## src/rtl/cdb_pkg.sv

```systemverilog
// Shared definitions for the common data bus (CDB) arbiter.
// Contents:
//   - CDB word field positions
//   - the no-write destination code
//   - the buffered result entry type
//   - a helper that builds a broadcast word
package cdb_pkg;

    localparam int DATA_W     = 10;
    localparam int TAG_W      = 2;
    localparam int CDB_W      = 16;

    localparam int R0_BIT     = 15;
    localparam int R1_BIT     = 14;
    localparam int R2_BIT     = 13;
    localparam int RS_POS_MSB = 12;
    localparam int RS_POS_LSB = 11;
    localparam int ALU_ID_BIT = 10;
    localparam int DATA_MSB   = 9;

    localparam logic [1:0] DEST_NONE = 2'd3;

    typedef struct packed {
        logic [1:0]        dest;
        logic [TAG_W-1:0]  rs_pos;
        logic [DATA_W-1:0] data;
    } cdb_entry_t;

    localparam int ENTRY_W = $bits(cdb_entry_t);

    // Builds a CDB word. The top bits are the register write enables,
    // one-hot in dest; DEST_NONE gives no write enable at all.
    function automatic logic [CDB_W-1:0] cdb_word(input cdb_entry_t e, input logic alu_id);
        logic [CDB_W-1:0] w;
        w = '0;
        w[R0_BIT]                  = (e.dest == 2'd0);
        w[R1_BIT]                  = (e.dest == 2'd1);
        w[R2_BIT]                  = (e.dest == 2'd2);
        w[RS_POS_MSB:RS_POS_LSB]   = e.rs_pos;
        w[ALU_ID_BIT]              = alu_id;
        w[DATA_MSB:0]              = e.data;
        return w;
    endfunction

endpackage

```

## src/rtl/cdb_result_fifo.sv

```systemverilog
// Per-ALU result buffer.
// Ports:
//   clock, reset (async, active-low), flush (sync clear)
//   push/din  - write an entry; ignored while full
//   pop/dout  - dout is the head entry; pop removes it; ignored while empty
//   full, empty, count - occupancy, all from registered state
module cdb_result_fifo #(
    parameter  int DEPTH = 2,
    parameter  int W     = 14,
    localparam int CW    = $clog2(DEPTH + 1),
    localparam int PW    = (DEPTH > 1) ? $clog2(DEPTH) : 1
) (
    input  logic          clock,
    input  logic          reset,
    input  logic          flush,
    input  logic          push,
    input  logic [W-1:0]  din,
    input  logic          pop,
    output logic [W-1:0]  dout,
    output logic          full,
    output logic          empty,
    output logic [CW-1:0] count
);

    logic [W-1:0]  mem_q [DEPTH];
    logic [W-1:0]  mem_d [DEPTH];
    logic [PW-1:0] wr_ptr_q, wr_ptr_d;
    logic [PW-1:0] rd_ptr_q, rd_ptr_d;
    logic [CW-1:0] count_q, count_d;
    logic          push_ok, pop_ok;

    function automatic logic [PW-1:0] ptr_inc(input logic [PW-1:0] p);
        return (p == PW'(DEPTH - 1)) ? '0 : p + 1'b1;
    endfunction

    assign full    = (count_q == CW'(DEPTH));
    assign empty   = (count_q == '0);
    assign count   = count_q;
    assign dout    = mem_q[rd_ptr_q];
    // A full buffer refuses a push even when the head pops on the same edge.
    assign push_ok = push & ~full;
    assign pop_ok  = pop & ~empty;

    always_comb begin
        mem_d    = mem_q;
        wr_ptr_d = wr_ptr_q;
        rd_ptr_d = rd_ptr_q;
        count_d  = count_q;
        if (flush) begin
            wr_ptr_d = '0;
            rd_ptr_d = '0;
            count_d  = '0;
        end else begin
            if (push_ok) begin
                mem_d[wr_ptr_q] = din;
                wr_ptr_d        = ptr_inc(wr_ptr_q);
            end
            if (pop_ok)
                rd_ptr_d = ptr_inc(rd_ptr_q);
            case ({push_ok, pop_ok})
                2'b10:   count_d = count_q + 1'b1;
                2'b01:   count_d = count_q - 1'b1;
                default: count_d = count_q;
            endcase
        end
    end

    always_ff @(posedge clock or negedge reset) begin
        if (!reset) begin
            for (int i = 0; i < DEPTH; i++) mem_q[i] <= '0;
            wr_ptr_q <= '0;
            rd_ptr_q <= '0;
            count_q  <= '0;
        end else begin
            mem_q    <= mem_d;
            wr_ptr_q <= wr_ptr_d;
            rd_ptr_q <= rd_ptr_d;
            count_q  <= count_d;
        end
    end

endmodule

```

## src/rtl/cdb_arbiter.sv

```systemverilog
// Collects results from two ALUs into per-ALU buffers and broadcasts one per
// cycle on the registered 16-bit CDB, round-robin between the ALUs.
// Ports:
//   clock, reset (async, active-low), flush (sync clear of buffers and CDB)
//   aluN_valid/aluN_ready - result handshake, N = 0,1
//   aluN_dest/rs_pos/data - result payload
//   cdb, cdb_valid        - registered broadcast word and its qualifier
module cdb_arbiter
    import cdb_pkg::*;
#(
    parameter int DATA_W     = cdb_pkg::DATA_W,
    parameter int TAG_W      = cdb_pkg::TAG_W,
    parameter int FIFO_DEPTH = 2
) (
    input  logic              clock,
    input  logic              reset,
    input  logic              flush,
    input  logic              alu0_valid,
    output logic              alu0_ready,
    input  logic [1:0]        alu0_dest,
    input  logic [TAG_W-1:0]  alu0_rs_pos,
    input  logic [DATA_W-1:0] alu0_data,
    input  logic              alu1_valid,
    output logic              alu1_ready,
    input  logic [1:0]        alu1_dest,
    input  logic [TAG_W-1:0]  alu1_rs_pos,
    input  logic [DATA_W-1:0] alu1_data,
    output logic [CDB_W-1:0]  cdb,
    output logic              cdb_valid
);

    localparam int CNT_W = $clog2(FIFO_DEPTH + 1);

    cdb_entry_t       head [2];
    cdb_entry_t       din  [2];
    logic [1:0]       push, pop, full, empty;
    logic [CNT_W-1:0] count [2];

    logic             rr_q, rr_d;
    logic [CDB_W-1:0] cdb_q, cdb_d;
    logic             cdb_valid_q, cdb_valid_d;
    logic             grant_valid, grant_id;

    assign din[0] = '{dest: alu0_dest, rs_pos: alu0_rs_pos, data: alu0_data};
    assign din[1] = '{dest: alu1_dest, rs_pos: alu1_rs_pos, data: alu1_data};

    assign alu0_ready = (count[0] < CNT_W'(FIFO_DEPTH));
    assign alu1_ready = (count[1] < CNT_W'(FIFO_DEPTH));

    // flush wins over a simultaneous result: it is dropped, not buffered.
    assign push[0] = alu0_valid & ~full[0] & ~flush;
    assign push[1] = alu1_valid & ~full[1] & ~flush;

    for (genvar k = 0; k < 2; k++) begin : g_buf
        cdb_result_fifo #(.DEPTH(FIFO_DEPTH), .W(ENTRY_W)) u_fifo (
            .clock (clock),
            .reset (reset),
            .flush (flush),
            .push  (push[k]),
            .din   (din[k]),
            .pop   (pop[k]),
            .dout  (head[k]),
            .full  (full[k]),
            .empty (empty[k]),
            .count (count[k])
        );
    end

    // Round-robin only matters when both heads are present.
    assign grant_valid = ~empty[0] | ~empty[1];
    assign grant_id    = (~empty[0] & ~empty[1]) ? rr_q : empty[0];
    assign pop[0]      = grant_valid & ~grant_id & ~flush;
    assign pop[1]      = grant_valid &  grant_id & ~flush;

    always_comb begin
        cdb_d       = '0;
        cdb_valid_d = 1'b0;
        rr_d        = rr_q;
        if (flush) begin
            rr_d = 1'b0;
        end else if (grant_valid) begin
            cdb_d       = cdb_word(head[grant_id], grant_id);
            cdb_valid_d = 1'b1;
            rr_d        = ~grant_id;
        end
    end

    // The CDB word is rebuilt every cycle, so write enables last exactly one cycle.
    always_ff @(posedge clock or negedge reset) begin
        if (!reset) begin
            cdb_q       <= '0;
            cdb_valid_q <= 1'b0;
            rr_q        <= 1'b0;
        end else begin
            cdb_q       <= cdb_d;
            cdb_valid_q <= cdb_valid_d;
            rr_q        <= rr_d;
        end
    end

    assign cdb       = cdb_q;
    assign cdb_valid = cdb_valid_q;

endmodule

```

## config.mk

```make
export PLATFORM = sky130hd
export DESIGN_NAME = cdb_arbiter
export DESIGN_NICKNAME = d
export VERILOG_FILES = /design/src/rtl/cdb_pkg.sv /design/src/rtl/cdb_result_fifo.sv /design/src/rtl/cdb_arbiter.sv
export SDC_FILE = /design/constraint.sdc
export NUM_CORES = 1
export LEC_CHECK = 0
export BUFFER_PORTS_ARGS = -buffer_cell sky130_fd_sc_hd__buf_2
export CAP_MARGIN = 20
export CORE_MARGIN = 10
export CORE_UTILIZATION = 52
export DETAILED_ROUTE_END_ITERATION = 8
export GPL_ROUTABILITY_DRIVEN = 0
export PLACE_DENSITY = 0.74
export SLEW_MARGIN = 20
export SYNTH_ARGS = -nofsm -noshare
export SYNTH_HDL_FRONTEND = slang
export SYNTH_SLANG_ARGS = --single-unit
export TNS_END_PERCENT = 5
```

## constraint.sdc

```tcl
create_clock -name clock -period 2 [get_ports clock]
set_clock_uncertainty 0.05 [all_clocks]
set_input_delay 0.1 -clock clock [delete_from_list [all_inputs] [get_ports clock]]
set_output_delay 0.1 -clock clock [all_outputs]
set_load 0.05 [all_outputs]
```

==> qor.yml <==
placed_design:
  numPlacedInstances: 380
  hpwl_um: 5130
  postPlaceCellArea_um2: 3960
  io_buffers: 51
global_routing:
  grt-ovfl-total: 0
  antenna_found_initial: 0
  first_global_vias: 2353
  grt_max_degree: 46
  grtUsageTotal_pct: 14.8
  grt_pass1_wl_um: 12100
routing:
  drt_first_pass_iters: 4
  wl_per_cell_um: 17.0
  drt-vias-per-instance: 5.38
  drt_iter0_drc: 74
  route.detailed.drc: 0
  wirelength_um: 7250
  antenna_left: 0
  vias: 2291
sta:
  rsz0062_at_grt: "no"
  fin_crit_sh_pct: 91.4
  tns_ns: 0
  setup_viol: 0
  clock.fmax_ghz: 0.547
  worst_pin_slew_ns: 0.584
  slew-limit-headroom_pct: 61.1
  slew_viol_final: 0
  hold_viol_final: 0
  min_period_ns: 1.83
  holdWs_ns: 0.0777
pwr:
  clkPwrFrac_pct: 25.8
  sw_frac_of_total_pct: 30.4
  p_per_area_nw_per_um2: 971
  net-switching-power_mw: 1.31
  irDropWorstVdd_v: 0.000479
  power_frac_seq_pct: 50.2
  power_frac_comb_pct: 23.9
  p_int_mw: 3.00
  power_leakage_nw: 2.06
  power_mw: 4.32
setup_path:
  path_cells: "nor2b_4 -> or4b_1 -> buf_4 -> mux2_4"
  cp_slowest_stage_delay_ns: 0.48
  crit_arrival_ns: 2.01
  crit_slowest_cell: "or4b_1"
  regToRegSetupSlack_ns: 0.17
  worstReg2RegStart: "g_buf[0].u_fifo.count[1]"
  worstSetupEndpointType: "register"
  crit_path_start_kind: "register"
  path_delay_family: "simple AND/OR/NAND/NOR gates"
  path_buf_inv: 1
  r2r-end: "g_buf[0].u_fifo.mem_q[8]"
  crit_type: "register to register"
  r2r_cells: 4
  critPathMaxFanout: 14
  crit_required_ns: 2.18
job:
  cap_viol_max_count: 0
cts:
  htree_levels: 3
  clk_latency_ns: 0.35
  cts_buffers: 9
  cts_setup_buffers: 0
  cts_sinks: 82
  cts_root_buffer: "clkbuf_8"
  cts-resized-gates: 0
  cts.clk_slew.worst_paths_ns: 0.08
  cts.path.max_buffers: 2
  cts_tree: "built"
  hold_buffers: 30
logic_synthesis:
  syn_area_um2: 3600
  yosys_warnings: 0
  syn_inst: 254
  synthTopCellsByArea: "dfrtp_1 57%, mux2_2 12%, mux2_4 8.3%"
  yosysSeqAreaShare_pct: 57.0
  ys_ff_latch: 82
  syn_avg_cell_area_um2: 14.2
  yosysTopAreaCell: "dfrtp_1"
  synth_nets: 287
  synth_top_area_share_pct: 57.0
  synth.distinct_cells: 35
worst_hold_path:
  hp-class: "input port to register"
  hold_end: "g_buf[0].u_fifo.rd_ptr_q"
  hp-start: "flush"
  whs_path_depth: 2
floorplan:
  start_util_pct: 53.3
  die_w_um: 103
  row_count: 30
  ios: 52
  core_um2: 6760
  die_h_um: 103
  dieArea_um2: 10600
finish:
  layout_common_cells: "82 x dfrtp_1, 50 x buf_2, 37 x mux2_2, 30 x dlygate4sd3_1, 28 x mux2i_1"
  drive_gt1_share_pct: 40.5
  syn2layout_area_growth_pct: 23.5
  layout.nets: 374
  final_common_cell: "dfrtp_1"
  fin_area_um2: 4440
  instances_no_fill: 426
  n_antenna_cell: 0
run_status:
  outcome: "complete, no violations"
-- cell families (layout without fill, tap and decap cells) --
| family | after synthesis | count (layout) | share of synthesized area [%] |
|---|---|---|---|
| compound gates | 41 | 41 | 7.13 |
| buf+inv | 21 | 113 | 3.06 |
| flops | 82 | 82 | 57.0 |
| mux | 85 | 85 | 27.7 |
| simple gates | 25 | 25 | 5.08 |
-- cell usage after synthesis (all sizes together) --
master	count
dfrtp	82
mux2	57
mux2i	28
o22ai	13
buf	11
a21oi	9
o21ai	7
inv	6
or3	6
clkbuf	4
nand2	3
o211ai	3
or4b	3
and3b	2
nor2	2
nor2b	2
nor4	2
o21a	2
a211oi	1
a21o	1
a221oi	1
a311oi	1
a31oi	1
nand3	1
nand4	1
nor3b	1
nor4b	1
o21ba	1
o311ai	1
or2	1
-- per-layer routing --
| metal | global-route usage, % | up-vias | wire length (um) |
|---|---|---|---|
| met5 | 0 | - | 0 |
| met3 | 4.19 | 13 | 362 |
| li1 | - | 1103 | - |
| met1 | 20.4 | 1129 | 3390 |
| met2 | 21.5 | 46 | 3340 |
| met4 | 5.88 | 0 | 150 |
-- worst max-delay path by stage --
stage	startpoint	endpoint	slack, ns	cells after the start
final	g_buf[0].u_fifo.count[1]	g_buf[0].u_fifo.mem_q[8]	0.17	4
after global routing	g_buf[0].u_fifo.count[0]	cdb[2]	0.05	3
after CTS	g_buf[0].u_fifo.count[1]	g_buf[0].u_fifo.mem_q[8]	0.19	4
after detailed placement	g_buf[0].u_fifo.count[1]	g_buf[0].u_fifo.mem_q[8]	0.20	4
after global placement	g_buf[0].u_fifo.count[1]	g_buf[0].u_fifo.mem_q[7]	0.24	4
after floorplan	g_buf[0].u_fifo.count[1]	g_buf[0].u_fifo.mem_q[10]	0.19	6
-- sequential cells by signal, summed over array words and instances (netlist names) --
register               flops
g_buf.u_fifo.mem_q        56
rr_q                       1
g_buf.u_fifo.rd_ptr_q      2
cdb                       16
cdb_valid                  1
g_buf.u_fifo.wr_ptr_q      2
g_buf.u_fifo.count         4
-- per-stage QoR --
step	setup WS, ns	util [%]
final	0.172	65.8
after global placement	0.239	58.6
after detailed placement	0.202	58.6
after CTS	0.189	65.8
after floorplan	0.186	-
after global routing	0.0488	65.8
-- cell type report --
type                       instances  area (um2)
sequential                        82        2050
inverter                           6        22.5
tap                               80         100
clock buffer                      10         138
timing repair buffer              91         646
multi-input combinational        151        1440
fill                             522        2310
clock inverter                     6        50.0
-- power groups by stage --
stage	logic (mW)	clock network [mW]	registers, mW
3_3_place_gp	0.973	0	2.18
2_1_floorplan	0.616	0	2.28
3_5_place_dp	0.999	0	2.20
4_1_cts	1.04	1.13	2.17
6_report	1.03	1.11	2.17
5_1_grt	1.12	1.20	2.21
(Power assumes the default switching activity.)
